==> config.mk <==
export PLATFORM = sky130hd
export DESIGN_NAME = axi_lite_regfile_flat
export DESIGN_NICKNAME = d
export VERILOG_FILES = /design/src/rtl/axi_lite_regfile_if.sv /design/src/rtl/axi_lite_regfile.sv /design/src/flat_wrapper.sv
export SDC_FILE = /design/constraint.sdc
export NUM_CORES = 1
export LEC_CHECK = 0
export BUFFER_PORTS_ARGS = -buffer_cell sky130_fd_sc_hd__buf_2
export CAP_MARGIN = 20
export CORE_AREA = 4 4 241 243
export DETAILED_ROUTE_END_ITERATION = 6
export DIE_AREA = 0 0 245 247
export PLACE_DENSITY_LB_ADDON = 0.25
export SETUP_SLACK_MARGIN = 0.05
export SYNTH_ARGS = -nofsm -noshare
export SYNTH_HDL_FRONTEND = slang
export SYNTH_SLANG_ARGS = --single-unit
==> constraint.sdc <==
create_clock -name aclk -period 4.9 [get_ports aclk]
set_input_delay 0.49 -clock aclk [delete_from_list [all_inputs] [get_ports aclk]]
set_output_delay 0.49 -clock aclk [all_outputs]
set_load 0.01 [all_outputs]
==> src/rtl/axi_lite_regfile_if.sv <==
// AXI4-Lite bus bundle for the register file: AW, W, B, AR and R channels.
// Ports: slave modport (register file side), master modport (interconnect/bench side).
// Parameters: ADDR_WIDTH byte-address width, DATA_WIDTH 32 or 64.
interface axi_lite_regfile_if #(
  parameter int ADDR_WIDTH = 8,
  parameter int DATA_WIDTH = 32
);
  logic [ADDR_WIDTH-1:0]   awaddr;
  logic                    awvalid;
  logic                    awready;
  logic [DATA_WIDTH-1:0]   wdata;
  logic [DATA_WIDTH/8-1:0] wstrb;
  logic                    wvalid;
  logic                    wready;
  logic [1:0]              bresp;
  logic                    bvalid;
  logic                    bready;
  logic [ADDR_WIDTH-1:0]   araddr;
  logic                    arvalid;
  logic                    arready;
  logic [DATA_WIDTH-1:0]   rdata;
  logic [1:0]              rresp;
  logic                    rvalid;
  logic                    rready;

  modport slave (
    input  awaddr, awvalid, wdata, wstrb, wvalid, bready, araddr, arvalid, rready,
    output awready, wready, bresp, bvalid, arready, rdata, rresp, rvalid
  );

  modport master (
    output awaddr, awvalid, wdata, wstrb, wvalid, bready, araddr, arvalid, rready,
    input  awready, wready, bresp, bvalid, arready, rdata, rresp, rvalid
  );
endinterface

==> src/rtl/axi_lite_regfile.sv <==
// AXI4-Lite slave register file: NUM_REGS control (RW) or status (RO) words, byte-strobed writes.
// Ports: aclk/aresetn, AXI slave bus s, reg_out (RW contents, RO slots 0), status_in (RO sources),
// wr_pulse (one-cycle strobe per successful write). One outstanding write and one outstanding read.
module axi_lite_regfile #(
  parameter int                  ADDR_WIDTH = 8,
  parameter int                  DATA_WIDTH = 32,
  parameter int                  NUM_REGS   = 8,
  parameter logic [NUM_REGS-1:0] RO_MASK    = '0
) (
  input  logic                           aclk,
  input  logic                           aresetn,
  axi_lite_regfile_if.slave              s,
  output logic [NUM_REGS*DATA_WIDTH-1:0] reg_out,
  input  logic [NUM_REGS*DATA_WIDTH-1:0] status_in,
  output logic [NUM_REGS-1:0]            wr_pulse
);
  localparam int         STRB_WIDTH  = DATA_WIDTH / 8;
  localparam int         LANE_SHIFT  = $clog2(STRB_WIDTH);
  localparam logic [1:0] RESP_OKAY   = 2'b00;
  localparam logic [1:0] RESP_SLVERR = 2'b10;

  logic [DATA_WIDTH-1:0] regs [NUM_REGS];

  // Readies are held low until the first edge after reset release.
  logic                  rdy_en;
  logic                  aw_full;
  logic                  w_full;
  logic [ADDR_WIDTH-1:0] aw_addr_q;
  logic [DATA_WIDTH-1:0] w_data_q;
  logic [STRB_WIDTH-1:0] w_strb_q;
  logic                  bvalid_q;
  logic [1:0]            bresp_q;
  logic                  rvalid_q;
  logic [1:0]            rresp_q;
  logic [DATA_WIDTH-1:0] rdata_q;

  logic [ADDR_WIDTH-1:0] aw_idx;
  logic [ADDR_WIDTH-1:0] ar_idx;
  logic [NUM_REGS-1:0]   wr_sel;
  logic                  wr_ok;
  logic                  rd_hit;
  logic [DATA_WIDTH-1:0] rd_data;
  logic                  aw_hs;
  logic                  w_hs;
  logic                  ar_hs;
  logic                  commit;

  assign s.awready = rdy_en && !aw_full && !bvalid_q;
  assign s.wready  = rdy_en && !w_full && !bvalid_q;
  assign s.arready = rdy_en && !rvalid_q;
  assign s.bvalid  = bvalid_q;
  assign s.bresp   = bresp_q;
  assign s.rvalid  = rvalid_q;
  assign s.rresp   = rresp_q;
  assign s.rdata   = rdata_q;

  assign aw_hs  = s.awvalid && s.awready;
  assign w_hs   = s.wvalid && s.wready;
  assign ar_hs  = s.arvalid && s.arready;
  assign commit = aw_full && w_full;

  // Byte-offset bits below the word size are dropped.
  assign aw_idx = aw_addr_q >> LANE_SHIFT;
  assign ar_idx = s.araddr >> LANE_SHIFT;

  // Address decode; an index with no matching slot stays unselected and answers SLVERR.
  always_comb begin
    wr_sel  = '0;
    wr_ok   = 1'b0;
    rd_hit  = 1'b0;
    rd_data = '0;
    for (int i = 0; i < NUM_REGS; i++) begin
      if (aw_idx == ADDR_WIDTH'(i) && !RO_MASK[i]) begin
        wr_sel[i] = 1'b1;
        wr_ok     = 1'b1;
      end
      if (ar_idx == ADDR_WIDTH'(i)) begin
        rd_hit  = 1'b1;
        rd_data = RO_MASK[i] ? status_in[i*DATA_WIDTH +: DATA_WIDTH] : regs[i];
      end
    end
  end

  always_comb begin
    reg_out = '0;
    for (int i = 0; i < NUM_REGS; i++) begin
      if (!RO_MASK[i]) reg_out[i*DATA_WIDTH +: DATA_WIDTH] = regs[i];
    end
  end

  // Write path: AW and W buffers fill independently; commit once both are held.
  always_ff @(posedge aclk or negedge aresetn) begin
    if (!aresetn) begin
      rdy_en    <= 1'b0;
      aw_full   <= 1'b0;
      w_full    <= 1'b0;
      aw_addr_q <= '0;
      w_data_q  <= '0;
      w_strb_q  <= '0;
      bvalid_q  <= 1'b0;
      bresp_q   <= RESP_OKAY;
      wr_pulse  <= '0;
      for (int i = 0; i < NUM_REGS; i++) regs[i] <= '0;
    end else begin
      rdy_en   <= 1'b1;
      wr_pulse <= '0;
      if (aw_hs) begin
        aw_full   <= 1'b1;
        aw_addr_q <= s.awaddr;
      end
      if (w_hs) begin
        w_full   <= 1'b1;
        w_data_q <= s.wdata;
        w_strb_q <= s.wstrb;
      end
      if (commit) begin
        aw_full  <= 1'b0;
        w_full   <= 1'b0;
        bvalid_q <= 1'b1;
        bresp_q  <= wr_ok ? RESP_OKAY : RESP_SLVERR;
        wr_pulse <= wr_sel;
        for (int i = 0; i < NUM_REGS; i++) begin
          for (int k = 0; k < STRB_WIDTH; k++) begin
            if (wr_sel[i] && w_strb_q[k]) regs[i][k*8 +: 8] <= w_data_q[k*8 +: 8];
          end
        end
      end else if (bvalid_q && s.bready) begin
        bvalid_q <= 1'b0;
      end
    end
  end

  // Read path: data is captured at the AR handshake, so a commit on the same
  // edge is not yet visible and the pre-write value is returned.
  always_ff @(posedge aclk or negedge aresetn) begin
    if (!aresetn) begin
      rvalid_q <= 1'b0;
      rresp_q  <= RESP_OKAY;
      rdata_q  <= '0;
    end else if (ar_hs) begin
      rvalid_q <= 1'b1;
      rresp_q  <= rd_hit ? RESP_OKAY : RESP_SLVERR;
      rdata_q  <= rd_data;
    end else if (rvalid_q && s.rready) begin
      rvalid_q <= 1'b0;
    end
  end
endmodule

==> src/flat_wrapper.sv <==
// flat-port wrapper written by rule: the top's interface ports become plain ports
module axi_lite_regfile_flat 
#(
  parameter int                  ADDR_WIDTH = 8,
  parameter int                  DATA_WIDTH = 32,
  parameter int                  NUM_REGS   = 8,
  parameter logic [NUM_REGS-1:0] RO_MASK    = '0
)
  (aclk, aresetn, reg_out, status_in, wr_pulse, s_awaddr, s_awvalid, s_wdata, s_wstrb, s_wvalid, s_bready, s_araddr, s_arvalid, s_rready, s_awready, s_wready, s_bresp, s_bvalid, s_arready, s_rdata, s_rresp, s_rvalid);
  axi_lite_regfile_if #(.ADDR_WIDTH(ADDR_WIDTH), .DATA_WIDTH(DATA_WIDTH)) s_i ();
  input  logic aclk;
  input  logic aresetn;
  output logic [NUM_REGS*DATA_WIDTH-1:0] reg_out;
  input  logic [NUM_REGS*DATA_WIDTH-1:0] status_in;
  output logic [NUM_REGS-1:0] wr_pulse;
  input wire logic [$bits(s_i.awaddr)-1:0] s_awaddr;
  input wire logic [$bits(s_i.awvalid)-1:0] s_awvalid;
  input wire logic [$bits(s_i.wdata)-1:0] s_wdata;
  input wire logic [$bits(s_i.wstrb)-1:0] s_wstrb;
  input wire logic [$bits(s_i.wvalid)-1:0] s_wvalid;
  input wire logic [$bits(s_i.bready)-1:0] s_bready;
  input wire logic [$bits(s_i.araddr)-1:0] s_araddr;
  input wire logic [$bits(s_i.arvalid)-1:0] s_arvalid;
  input wire logic [$bits(s_i.rready)-1:0] s_rready;
  output wire logic [$bits(s_i.awready)-1:0] s_awready;
  output wire logic [$bits(s_i.wready)-1:0] s_wready;
  output wire logic [$bits(s_i.bresp)-1:0] s_bresp;
  output wire logic [$bits(s_i.bvalid)-1:0] s_bvalid;
  output wire logic [$bits(s_i.arready)-1:0] s_arready;
  output wire logic [$bits(s_i.rdata)-1:0] s_rdata;
  output wire logic [$bits(s_i.rresp)-1:0] s_rresp;
  output wire logic [$bits(s_i.rvalid)-1:0] s_rvalid;
  assign s_i.awaddr = s_awaddr;
  assign s_i.awvalid = s_awvalid;
  assign s_i.wdata = s_wdata;
  assign s_i.wstrb = s_wstrb;
  assign s_i.wvalid = s_wvalid;
  assign s_i.bready = s_bready;
  assign s_i.araddr = s_araddr;
  assign s_i.arvalid = s_arvalid;
  assign s_i.rready = s_rready;
  assign s_awready = s_i.awready;
  assign s_wready = s_i.wready;
  assign s_bresp = s_i.bresp;
  assign s_bvalid = s_i.bvalid;
  assign s_arready = s_i.arready;
  assign s_rdata = s_i.rdata;
  assign s_rresp = s_i.rresp;
  assign s_rvalid = s_i.rvalid;
  axi_lite_regfile #(.ADDR_WIDTH(ADDR_WIDTH), .DATA_WIDTH(DATA_WIDTH), .NUM_REGS(NUM_REGS), .RO_MASK(RO_MASK)) u_core (.aclk(aclk), .aresetn(aresetn), .s(s_i), .reg_out(reg_out), .status_in(status_in), .wr_pulse(wr_pulse));
endmodule
After elaboration in Yosys (flattened, before gate mapping)
Cells that the tools add are included.
{ "op_classes": {"n_eq_ne": 14, "mux": 42, "reduce_logical": 85} }
{ "ops": {"columns": ["cell", "count"], "rows": [
  ["2-to-1 mux 32 bit", 8],
  ["AND reduction 2 bit", 32],
  ["== test 6 x 3 -> 1 bit (second input constant)", 8],
  ["logical AND 1 bit", 43],
  ["2-to-1 mux 1 bit", 31],
  ["== test 6 x 2 -> 1 bit (second input constant)", 4],
  ["logical NOT 8 bit", 2],
  ["== test 6 x 1 -> 1 bit (second input constant)", 2],
  ["2-to-1 mux 8 bit", 1],
  ["nonzero test 2 bit", 4],
  ["logical NOT 1 bit", 4],
  ["2-to-1 mux 2 bit", 2]
]} }
{ "word_totals": {"ff_bits": 349} }

Longest topological paths before layout
Gate-level depths: netlist (run 1).
{ "logic_depth": {"word_depth": 10, "ltp_mapped": 8, "ltp_nobuf": 5} }

Least setup slack after synthesis (run 1)
Ideal clock, no wire load.
{ "synth_path": {"path_type": "input to register", "startpoint": "in s_araddr[4]", "endpoint": "reg u_core.rdata_q[20] (netlist: u_core.s.rdata[20])", "setup_time_ps": 134, "arrival_time_ps": 1793, "t_required_ps": 4766, "slack_ps": 2974, "stages": 8, "path_cell_list": "buf_4 or4b_1 buf_6 buf_6 a21oi_1 o21ai_0 a211oi_1 a211oi_2"} }
{ "synth_between": {"elab_chain_cells": 9, "word_cells_on_any_way": 16, "classes_between": "7 x eq/ne; 8 x mux; 1 x reduce/logical"} }
{ "synth_rtl": {"columns": ["element", "line", "rtl"], "rows": [
  ["start: declaration", "flat_wrapper.sv:22", "input wire logic [$bits(s_i.araddr)-1:0] s_araddr;"],
  ["logical NOT 8 bit", "axi_lite_regfile.sv:77", "if (ar_idx == ADDR_WIDTH'(i)) begin"],
  ["2-to-1 mux 32 bit (7 in series)", "axi_lite_regfile.sv:77", null],
  ["2-to-1 mux 32 bit *", "axi_lite_regfile.sv:77", null],
  ["end signal: assignment", "axi_lite_regfile.sv:143", "rdata_q <= rd_data;"],
  ["end: declaration", "axi_lite_regfile.sv:35", "logic [DATA_WIDTH-1:0] rdata_q;"]
]} }
Mark *: on every way between the ends. The rest lies on a longest branch, timed or not.
A chain may end at the register's enable or synchronous reset.

Worst setup path in the final report (run 1)
{ "layout_path": {"startpoint": "reg u_core.aw_addr_q[7]", "endpoint": "reg u_core.regs, in the netlist u_core.reg_out[243]"} }
{ "layout_between": {"elab_chain_cells": 4} }
{ "layout_rtl": {"columns": ["element", "line", "rtl"], "rows": [
  ["start: declaration", "axi_lite_regfile.sv:28", "logic [ADDR_WIDTH-1:0] aw_addr_q;"],
  ["start signal: assignment", "axi_lite_regfile.sv:109", "aw_addr_q <= s.awaddr;"],
  ["== test 6 x 3 -> 1 bit", "axi_lite_regfile.sv:73", "if (aw_idx == ADDR_WIDTH'(i) && !RO_MASK[i]) begin"],
  ["2-to-1 mux 1 bit", "axi_lite_regfile.sv:73", null],
  ["logical AND 1 bit", "axi_lite_regfile.sv:124", "if (wr_sel[i] && w_strb_q[k]) regs[i][k*8 +: 8] <= w_data_q[k*8 +: 8];"],
  ["AND reduction 2 bit (no line)", null, null],
  ["end signal: indexed assignment", "axi_lite_regfile.sv:124", null],
  ["end: declaration", "axi_lite_regfile.sv:22", "logic [DATA_WIDTH-1:0] regs [NUM_REGS];"]
]} }
Every way passes these cells.

==> metrics.cfg, run 1 <==
[sta]
tightestPinTransition_ns=1.05
fin_crit_sh=0.594
final.min_clock_period_ns=2.91
tns_ns=0
relSlewSlack=0.295
fmax_mhz=344
grt_setup_unrepaired=no
finClkSkew_ns=0.0199
finalHoldViolCount=0
drv_slew=0
finalSetupViolations=0

[power]
p_leak_nw=9.80
swShare=0.320
ir_drop_uv=214
power_density_nw_per_um2=474
clockPowerShare=0.344
p_seq_frac=0.462
switching_power_mw=2.90
intPower_mw=6.16
combPwrFrac=0.194

[critical_path]
cp_max_fo=8
arrival_ns=3.34
cp-start-kind=flop
cp.required_ns=5.33
critPathCaptureType=flop
criticalPathCategory=reg -> reg

[cells_and_area]
area_growth_pct=26.6
fillers=5691
layout.nets=1785
design_area_um2=19100
mostFrequentLayoutCell=buf_2
layout_common_cells=buf_2, dfrtp_1, mux2_2, nand2_1, o21ai_0
layout-drive-gt1-share=0.530

[logic_synthesis]
yosysUniqueCellTypes=53
yosys.area.top_type=dfrtp_1
synth_top_area_share=0.572
synth_flop_cell=dfrtp_1
synth_seq_area_share=0.572
synth_warnings=0
synth_seq_cells=345
ys_top_cells_by_area=dfrtp_1, mux2_2, mux4_2, o21ai_0, a21oi_1
netlist_area_um2=15100
synth_edf_count=0
post_synth.cell_area_avg_um2=13.6
synthCells=1110
async_flop_share=1.00

[cts]
numCtsBuffers=41
cts_tree=done
cts.sinks=345
clockBufferDepth=3
h-tree-depth=2
cts_root_buf=clkbuf_16
clk_pin_slew_worst_paths_ns=0.06
clk_latency_ns=0.56

[worst_hold_path]
min_path_type=in -> reg

[placement]
place_area_um2=17700
dp_hpwl_um=40200
gp_congestion=0.762
portBuffers=357

[global_route]
antenna_found_initial=4
grt_pass1_wl_um=84400
grt-ovfl-total=0
grt.total_usage=0.192
grt_pass1_vias=11600
grt_start_max_net_pins=127

[outcome]
status=completed

[route]
wl_um=59200
drt_iter0_markers=666
wl_per_cell_um=26.2
vias_per_cell=4.89
drc=0
num_vias=11100
antenna_left=0
drt_pre_antenna_iters=4

[floorplan]
die_x_um=245
start_util=0.270
rows=87
die_h_um=247
ioPinCount=620
die_area_um2=60500
core_um2=56000

[job]
cap_violations=0

-- area by class of cell --
| type | count | area, um^2 | area share |
|---|---|---|---|
| antenna | 4 | 10.0 | 0.000524 |
| clock buffer | 67 | 1300 | 0.0679 |
| clock inverter | 9 | 81.3 | 0.00426 |
| inverter | 4 | 15.0 | 0.000786 |
| multi-input combinational | 704 | 6150 | 0.322 |
| sequential | 345 | 8630 | 0.452 |
| tap | 756 | 946 | 0.0495 |
| timing repair buffer | 374 | 1960 | 0.102 |
-- metal layers --
metal | routed length [um] | track usage | vias up
li1 | - | - | 4811
met1 | 24600 | 0.243 | 5819
met2 | 28300 | 0.318 | 344
met3 | 5120 | 0.0668 | 83
met4 | 1200 | 0.0438 | 6
met5 | 28 | 0 | -
-- cells by family (layout without fill, tap and decap cells) --
logic type | after synthesis | after routing | synth area share
mux | 332 | 332 | 0.262
compound gates | 196 | 196 | 0.0858
buf+inv | 62 | 454 | 0.0212
flops | 345 | 345 | 0.572
simple gates | 173 | 173 | 0.0585
other cells | 2 | 7 | 0.000498
-- cell usage after synthesis, types with 8 or more instances --
| cell | count |
|---|---|
| or3_1 | 8 |
| nand2_1 | 60 |
| a21oi_1 | 52 |
| mux4_2 | 20 |
| dfrtp_1 | 345 |
| clkbuf_1 | 26 |
| a221oi_1 | 20 |
| buf_2 | 17 |
| a211oi_1 | 27 |
| a211oi_2 | 11 |
| nand2_2 | 12 |
| nor2_1 | 50 |
| mux2_2 | 291 |
| mux2i_1 | 14 |
| o21ai_0 | 55 |
-- sequential cells by signal (all words and copies together), names as in the netlist --
name / flops
u_core.reg_out: 256
u_core.s.rdata: 32
u_core.w_data_q: 32
u_core.wr_pulse: 8
u_core.aw_addr_q: 6
u_core.w_strb_q: 4
u_core.aw_full: 1
u_core.rdy_en: 1
u_core.s.bresp: 1
u_core.s.bvalid: 1
u_core.s.rresp: 1
u_core.s.rvalid: 1
u_core.w_full: 1
-- stage by stage --
step | cells | hold WS, ns | power (mW) | util | setup slack (ns)
after floorplan | 1111 | 0.194 | 5.00 | - | 2.97
after global placement | 2182 | 0.463 | 5.98 | 0.316 | 1.47
after detailed placement | 2182 | 0.474 | 6.03 | 0.316 | 1.34
after CTS | 2259 | 0.0872 | 9.21 | 0.341 | 1.93
after global routing | 2259 | 0.0985 | 9.53 | 0.341 | 1.89
final | 2263 | 0.127 | 9.06 | 0.341 | 1.99
-- worst max-delay path, cell delays in order, from the launching register on --
cell and delay [ns]:
dfrtp_1 0.41, nor2_1 0.15, nand3_1 0.21, nor2_1 0.85, nand2_1 0.70, mux2_2 0.46
-- repair_timing --
action                                 CTS  global route
resized for setup                        0             0
endpoints found under the hold margin   71             0
setup buffers                            0             0
hold buffers                             1             0
-- power by group through the flow --
stage               clock network, mW  registers (mW)  logic (mW)
floorplan                           0            4.13       0.869
global placement                    0            4.20        1.78
detailed placement                  0            4.23        1.80
CTS                              3.23            4.18        1.80
global route                     3.32            4.29        1.91
finish                           3.12            4.18        1.76
-- path summary, 6_finish.rpt --
| check | startpoint | end | slack [ns] | cells after the start |
|---|---|---|---|---|
| setup / recovery | u_core.aw_addr_q[7]$_DFFE_PN0P_ | u_core.reg_out[243]$_DFFE_PN0P_ | 1.99 | 5 |
| hold / removal | s_bready | u_core.s.bvalid$_DFFE_PN0P_ | 0.13 | 2 |
| setup reg to reg | u_core.aw_addr_q[7]$_DFFE_PN0P_ | u_core.reg_out[243]$_DFFE_PN0P_ | 1.99 | 5 |
| hold reg to reg | u_core.s.bresp[1]$_DFFE_PN0P_ | u_core.s.bresp[1]$_DFFE_PN0P_ | 0.48 | 2 |
| max in group asynchronous | aresetn | u_core.reg_out[98]$_DFFE_PN0P_ | 3.18 | 3 |
| min in group asynchronous | aresetn | u_core.reg_out[18]$_DFFE_PN0P_ | 0.51 | 2 |
(Power assumes the default switching activity.)
==> run 2: changes to the inputs <==
--- a/config.mk
+++ b/config.mk
@@ -5,11 +5,12 @@
 export SDC_FILE = /design/constraint.sdc
 export NUM_CORES = 1
 export LEC_CHECK = 0
+export ABC_AREA = 1
 export BUFFER_PORTS_ARGS = -buffer_cell sky130_fd_sc_hd__buf_2
 export CAP_MARGIN = 20
-export CORE_AREA = 4 4 241 243
+export CORE_AREA = 4 4 237 239
 export DETAILED_ROUTE_END_ITERATION = 6
-export DIE_AREA = 0 0 245 247
+export DIE_AREA = 0 0 241 243
 export PLACE_DENSITY_LB_ADDON = 0.25
 export SETUP_SLACK_MARGIN = 0.05
 export SYNTH_ARGS = -nofsm -noshare
==> constraint.sdc (replaced) <==
create_clock -name aclk -period 2.5 [get_ports aclk]
set_input_delay 0.25 -clock aclk [delete_from_list [all_inputs] [get_ports aclk]]
set_output_delay 0.25 -clock aclk [all_outputs]
set_load 0.01 [all_outputs]
==> run 2 against run 1 <==
  * Combinational power rose by 140%
  * Register-to-register slack got worse by 1.5 ns
  * Final cell count rose by 24%
  * Synthesized cell count rose by 50%
  * Largest cell class unchanged
==> metrics.cfg, run 2 <==
[outcome]
status=completed  ; unchanged

[route]
drt_iter0_markers=1039  ; was 666
drt_pre_antenna_iters=5  ; was 4
wl_per_cell_um=21.0  ; was 26.2 um
antenna_left=0  ; unchanged
num_vias=13400  ; was 11,100
wl_um=58800  ; was 59,200 um
vias_per_cell=4.77  ; was 4.89
drc=0  ; unchanged

[cells_and_area]
fin_util=0.360  ; was 0.341
design_area_um2=19400  ; was 19,100 um^2
stdcell_count=2804  ; was 2,263
mostFrequentLayoutCell=nand2_1  ; was buf_2
n_antenna_cell=0  ; was 4
largest_reg_flops=256  ; unchanged
layout_common_cells=nand2_1, buf_2, dfrtp_1, o21ai_0, inv_1  ; was buf_2, dfrtp_1, mux2_2, nand2_1, o21ai_0
area_growth_pct=31.5  ; was 26.6%
layout-drive-gt1-share=0.257  ; was 0.530
layout.nets=2394  ; was 1,785

[job]
cap_violations=0  ; unchanged

[logic_synthesis]
async_flop_share=1.00  ; unchanged
synthCells=1670  ; was 1,110
synthAdderAreaFrac=0  ; unchanged
synth_edf_count=0  ; unchanged
ys_top_cells_by_area=dfrtp_1, nand2_1, o21ai_0, nor2_1, nand4_1  ; was dfrtp_1, mux2_2, mux4_2, o21ai_0, a21oi_1
post_synth.cell_area_avg_um2=8.82  ; was 13.6 um^2
synth_top_family_by_area=simple AND/OR/NAND/NOR gates  ; was multiplexers
synth_most_common_cell=nand2_1  ; was dfrtp_1
synth_commonest_cells=nand2_1, dfrtp_1, o21ai_0  ; was dfrtp_1, mux2_2, nand2_1
synth_top_area_share=0.586  ; was 0.572
synth_warnings=0  ; unchanged
yosysUniqueCellTypes=27  ; was 53
muxShareOfSynthArea=0.00535  ; was 0.262
synth-simple-area-share=0.222  ; was 0.0585
yosys.area.top_type=dfrtp_1  ; unchanged
synth_xor_area_frac=0  ; unchanged
netlist_area_um2=14700  ; was 15,100 um^2
synth_flop_cell=dfrtp_1  ; unchanged
synth_seq_area_share=0.586  ; was 0.572
synth_compound_area_frac=0.128  ; was 0.0858
synth_seq_cells=345  ; unchanged

[sta]
timing.hold.ws_ns=0.137  ; was 0.127 ns
postLayoutSetupSlackWorst_ns=0.460  ; was 1.99 ns
finClkSkew_ns=0.0187  ; was 0.0199 ns
tns_ns=0  ; unchanged
grt_setup_unrepaired=no  ; unchanged
tightestPinTransition_ns=0.949  ; was 1.05 ns
fmax_mhz=490  ; was 344 MHz
finalHoldViolCount=0  ; unchanged
drv_slew=0  ; unchanged
fin_crit_sh=0.816  ; was 0.594
final.min_clock_period_ns=2.04  ; was 2.91 ns
finalSetupViolations=0  ; unchanged
relSlewSlack=0.366  ; was 0.295

[critical_path]
cp_max_fo=16  ; was 8
critPathCaptureType=flop  ; unchanged
criticalPathCategory=reg -> reg  ; unchanged
cp.required_ns=2.95  ; was 5.33 ns
arrival_ns=2.49  ; was 3.34 ns
cp-start-kind=flop  ; unchanged

[cts]
clk_pin_slew_worst_paths_ns=0.06  ; about the same
cts_tree=done  ; unchanged
numCtsBuffers=41  ; unchanged
clk_latency_ns=0.56  ; about the same
h-tree-depth=2  ; unchanged
cts.sinks=345  ; unchanged
cts_root_buf=clkbuf_16  ; unchanged
clockBufferDepth=3  ; unchanged
cts_resized=0  ; unchanged

[floorplan]
rows=85  ; was 87
die_x_um=241  ; was 245 um
ioPinCount=620  ; unchanged
core_um2=53800  ; was 56,000 um^2
die_h_um=243  ; was 247 um
start_util=0.274  ; was 0.270
die_area_um2=58600  ; was 60,500 um^2

[global_route]
antenna_found_initial=4  ; unchanged
grt-ovfl-total=0  ; unchanged
grt.total_usage=0.197  ; was 0.192
grt_start_max_net_pins=76  ; was 127
grt_pass1_wl_um=87400  ; was 84,400 um
grt_pass1_vias=13400  ; was 11,600

[power]
ir_drop_uv=437  ; was 214 uV
power_density_nw_per_um2=957  ; was 474 nW/um^2
fin_total_pwr_mw=18.5  ; was 9.06 mW
p_leak_nw=10.1  ; was 9.80 nW

[placement]
dpl.cell_count=2687  ; was 2,182
place_area_um2=17500  ; was 17,700 um^2
gp_congestion=0.836  ; was 0.762
dpl_worst_slack_ns=0.0310  ; was 1.34 ns
dp_hpwl_um=41600  ; was 40,200 um
portBuffers=357  ; unchanged

[worst_hold_path]
min_path_type=in -> reg  ; unchanged

## run 2: changes by cell type after synthesis, sizes merged, moves of 66 or more
cell / before / now
inv: 4 / 116
nand2: 76 / 490
mux2: 298 / 7
nor2: 55 / 121
o21ai: 55 / 290
nand4: 0 / 68
## run 2: logic make-up after synthesis
| kind of cell | Yosys count |
|---|---|
| simple gates | 756 |
| compound gates | 356 |
| flops | 345 |
| buf+inv | 204 |
| mux | 7 |
| other cells | 2 |
## run 2: worst max-delay path, stage by stage (launching register included)
cell,delay (ns)
dfrtp_1,0.38
nor2_1,0.13
inv_1,0.09
nor2_1,0.15
nand2_2,0.17
nor2_4,0.26
nand2_1,0.42
o21ai_0,0.33
## run 2: final timing paths
kind                                                 start                               to  slack [ns]  depth (start not counted)
hold / removal                                   s_awvalid       u_core.aw_full$_DFFE_PN0P_        0.14                          3
setup / recovery           u_core.aw_addr_q[7]$_DFFE_PN0P_   u_core.reg_out[82]$_DFFE_PN0P_        0.46                          7
hold reg to reg             u_core.s.rdata[10]$_DFFE_PN0P_   u_core.s.rdata[10]$_DFFE_PN0P_        0.47                          2
min in group asynchronous                          aresetn   u_core.reg_out[95]$_DFFE_PN0P_        0.21                          2
max in group asynchronous                          aresetn  u_core.reg_out[245]$_DFFE_PN0P_        1.48                          3
setup reg to reg           u_core.aw_addr_q[7]$_DFFE_PN0P_   u_core.reg_out[82]$_DFFE_PN0P_        0.46                          7
## run 2: layout make-up
cell class,instances,area (um^2)
Clock inverter,10,154
Sequential cell,345,8630
Fill cell,5611,34400
Clock buffer,62,1240
Tap cell,696,871
Timing Repair Buffer,453,2720
Multi-Input combinational cell,1122,5320
Inverter,116,435
## run 2: power breakdown
part	internal, mW	switching, mW	total [mW]
registers	6.88	1.15	8.03
clock network	3.82	2.42	6.24
logic	1.46	2.81	4.27
total	12.2	6.39	18.5
## run 2: repair_timing
item,CTS,global route
hold endpoints to repair,137,0
buffers inserted,0,0
hold buffers,45,0
## run 2: routing by layer
layer | routed length [um] | track usage | vias to the layer above
li1 | - | - | 6300
met1 | 26200 | 0.265 | 6547
met2 | 27200 | 0.319 | 447
met3 | 4310 | 0.0511 | 78
met4 | 1100 | 0.0435 | 6
met5 | 41 | 0 | -
==> run 3: changes to the inputs <==
--- a/config.mk
+++ b/config.mk
@@ -8,9 +8,9 @@
 export ABC_AREA = 1
 export BUFFER_PORTS_ARGS = -buffer_cell sky130_fd_sc_hd__buf_2
 export CAP_MARGIN = 20
-export CORE_AREA = 4 4 237 239
+export CORE_AREA = 4 4 241 243
 export DETAILED_ROUTE_END_ITERATION = 6
-export DIE_AREA = 0 0 241 243
+export DIE_AREA = 0 0 245 247
 export PLACE_DENSITY_LB_ADDON = 0.25
 export SETUP_SLACK_MARGIN = 0.05
 export SYNTH_ARGS = -nofsm -noshare
==> constraint.sdc (replaced) <==
create_clock -name aclk -period 2.1 [get_ports aclk]
set_input_delay 0.21 -clock aclk [delete_from_list [all_inputs] [get_ports aclk]]
set_output_delay 0.21 -clock aclk [all_outputs]
set_load 0.01 [all_outputs]
==> run 3 against run 2 <==
  * Hold slack got worse by 0.040 ns
  * Clock-buffer cell count decreased by 3
  * Power grew 20%
  * Die area increased by 3.3%
  * Flip-flop and latch count is the same
  * Global-route usage shrank 0.55 points
  * Largest power group unchanged
==> metrics.cfg, run 3 (synthesis gave the netlist of run 2 again) <==
[global_route]
antenna_found_initial=3  ; was 4
grt_pass1_vias=13200  ; was 13,400
grt.total_usage=0.191  ; was 0.197
grt_start_max_net_pins=72  ; was 76
grt_pass1_wl_um=87500  ; was 87,400 um
grt-ovfl-total=0  ; unchanged

[sta]
tightestPinTransition_ns=1.02  ; was 0.949 ns
finalHoldViolCount=0  ; unchanged
timing.hold.ws_ns=0.0978  ; was 0.137 ns
grt_setup_unrepaired=no  ; unchanged
finalSetupViolations=0  ; unchanged
finClkSkew_ns=0.0118  ; was 0.0187 ns
relSlewSlack=0.316  ; was 0.366
drv_slew=0  ; unchanged
fmax_mhz=536  ; was 490 MHz
final.min_clock_period_ns=1.87  ; was 2.04 ns
fin_crit_sh=0.889  ; was 0.816

[cells_and_area]
multiInputGateArea_um2=5330  ; was 5320 um^2
largest_reg_flops=256  ; unchanged
layout-drive-gt1-share=0.267  ; was 0.257
stdcell_count=2883  ; was 2,804
register_area_um2=8630  ; unchanged
layout_common_cells=nand2_1, buf_2, dfrtp_1, o21ai_0, inv_1  ; unchanged
area_growth_pct=33.8  ; was 31.5%
mostFrequentLayoutCell=nand2_1  ; unchanged
layout.nets=2411  ; was 2,394
fillers=5858  ; was 5,611

[placement]
portBuffers=357  ; unchanged
dpl.cell_count=2763  ; was 2,687
dp_hpwl_um=41300  ; was 41,600 um
gp_congestion=0.811  ; was 0.836

[route]
wl_per_cell_um=20.3  ; was 21.0 um
antenna_left=0  ; unchanged
drt_pre_antenna_iters=5  ; unchanged
vias_per_cell=4.65  ; was 4.77
drc=0  ; unchanged
wl_um=58700  ; was 58,800 um
num_vias=13400  ; about the same
drt_iter0_markers=896  ; was 1,039

[floorplan]
die_x_um=245  ; was 241 um
core_um2=56000  ; was 53,800 um^2
die_area_um2=60500  ; was 58,600 um^2
die_h_um=247  ; was 243 um
rows=87  ; was 85
ioPinCount=620  ; unchanged
start_util=0.263  ; was 0.274

[critical_path]
cp.required_ns=2.52  ; was 2.95 ns
cp_common_cell=nand2_1  ; was nor2_1
ff2ff_setup_slack_ns=0.23  ; was 0.46 ns
cp-start-kind=flop  ; unchanged
r2r-end=u_core.reg_out[212]$_DFFE_PN0P_  ; was u_core.reg_out[82]$_DFFE_PN0P_
arrival_ns=2.28  ; was 2.49 ns
cp_slowest_stage_delay_ns=0.40  ; was 0.42 ns
r2r_start=u_core.aw_full$_DFFE_PN0P_  ; was u_core.aw_addr_q[7]$_DFFE_PN0P_
path_cells=nand2_2 > nor4_4 > inv_2 > nor2_4 > nand2_1 > buf_4 > nand2_1 > o21ai_0  ; was nor2_1 > inv_1 > nor2_1 > nand2_2 > nor2_4 > nand2_1 > o21ai_0
crit_slowest_cell=dfrtp_1  ; was nand2_1
criticalPathCategory=reg -> reg  ; unchanged
cp_max_fo=16  ; unchanged
reg2reg_depth=8  ; was 7
critPathCaptureType=flop  ; unchanged

[power]
p_leak_nw=10.2  ; was 10.1 nW
power_density_nw_per_um2=1130  ; was 957 nW/um^2
ir_drop_uv=640  ; was 437 uV

[cts]
cts_tree=done  ; unchanged
numCtsBuffers=42  ; was 41
clk_pin_slew_worst_paths_ns=0.06  ; about the same
cts_root_buf=clkbuf_16  ; unchanged
cts.sinks=345  ; unchanged
h-tree-depth=2  ; unchanged
clockBufferDepth=3  ; unchanged
post_cts_buffers=0  ; unchanged
clk_latency_ns=0.56  ; about the same

[worst_hold_path]
min_to=u_core.aw_full$_DFFE_PN0P_  ; unchanged
min_path_type=in -> reg  ; unchanged
hold_depth=3  ; unchanged
worstHoldStart=s_awvalid  ; unchanged

[job]
cap_violations=0  ; unchanged

[outcome]
status=completed  ; unchanged

==> run 3: changes by cell type in the layout (fill, tap and decap cells not counted), sizes merged <==
cell,before,now
diode,0,1
clkinv,5,6
bufinv,4,3
clkbuf,62,59
clkinvlp,0,4
buf,408,424
inv,117,118
==> run 3: final cells by class <==
cell class / instances / share of cell area
clock buffer: 59 / 0.0639
clock inverter: 15 / 0.00870
inverter: 116 / 0.0221
sequential: 345 / 0.438
timing repair buffer: 469 / 0.148
tap: 756 / 0.0480
antenna: 1 / 0.000127
multi-input combinational: 1122 / 0.271
==> run 3: through the flow <==
stage | area [um^2] | util | total power [mW] | TNS, ns | worst slack (ns)
6_report | 19700 | 0.352 | 22.2 | 0 | 0.233
5_1_grt | 19700 | 0.352 | 23.6 | 0 | 0.0689
4_1_cts | 19700 | 0.352 | 22.6 | 0 | 0.0671
3_5_place_dp | 17800 | 0.318 | 14.8 | -1.84 | -0.193
3_3_place_gp | 17800 | 0.318 | 14.7 | -1.12 | -0.154
2_1_floorplan | 14700 | - | 12.0 | 0 | 0.441
==> run 3: metal layers <==
layer  part of all wire  global-route usage  wire [um]
met4              0.016              0.0391        960
met2               0.47               0.312      27300
met3              0.076              0.0470       4450
met5            0.00060                   0         35
met1               0.44               0.260      25900
==> run 3: worst max-delay path by stage <==
| stage | startpoint | endpoint | slack (ns) |
|---|---|---|---|
| 4_1_cts | u_core.aw_addr_q[7]$_DFFE_PN0P_ | u_core.reg_out[46]$_DFFE_PN0P_ | 0.07 |
| 5_1_grt | u_core.aw_addr_q[7]$_DFFE_PN0P_ | u_core.reg_out[5]$_DFFE_PN0P_ | 0.07 |
| 3_3_place_gp | s_araddr[6] | u_core.s.rdata[9]$_DFFE_PN0P_ | -0.15 |
| 2_1_floorplan | u_core.s.bvalid$_DFFE_PN0P_ | u_core.w_data_q[10]$_DFFE_PN0P_ | 0.44 |
| 6_report | u_core.aw_full$_DFFE_PN0P_ | u_core.reg_out[212]$_DFFE_PN0P_ | 0.23 |
| 3_5_place_dp | s_araddr[6] | u_core.s.rdata[9]$_DFFE_PN0P_ | -0.19 |
==> run 3: power by group <==
group / switching, mW / leakage [nW] / internal, mW / total, mW
combinational: 3.38 / 4.89 / 1.77 / 5.15
clock: 2.98 / 0.695 / 4.55 / 7.53
sequential: 1.37 / 4.64 / 8.19 / 9.57
total: 7.73 / 10.2 / 14.5 / 22.2
==> run 3: worst max-delay path, delay by kind of cell, from the launching register on <==
family / cells / cell delay [ns]
AOI/OAI and AO/OA: 1 / 0.08
buffers and inverters: 2 / 0.37
DFF: 1 / 0.40
and+or+nand+nor: 5 / 0.86
==> run 3: repair_timing <==
| action | CTS | global route |
|---|---|---|
| setup endpoints to repair | 11 | 9 |
| hold buffers | 45 | 0 |
| resized for setup | 3 | 2 |
| endpoints found under the hold margin | 226 | 0 |
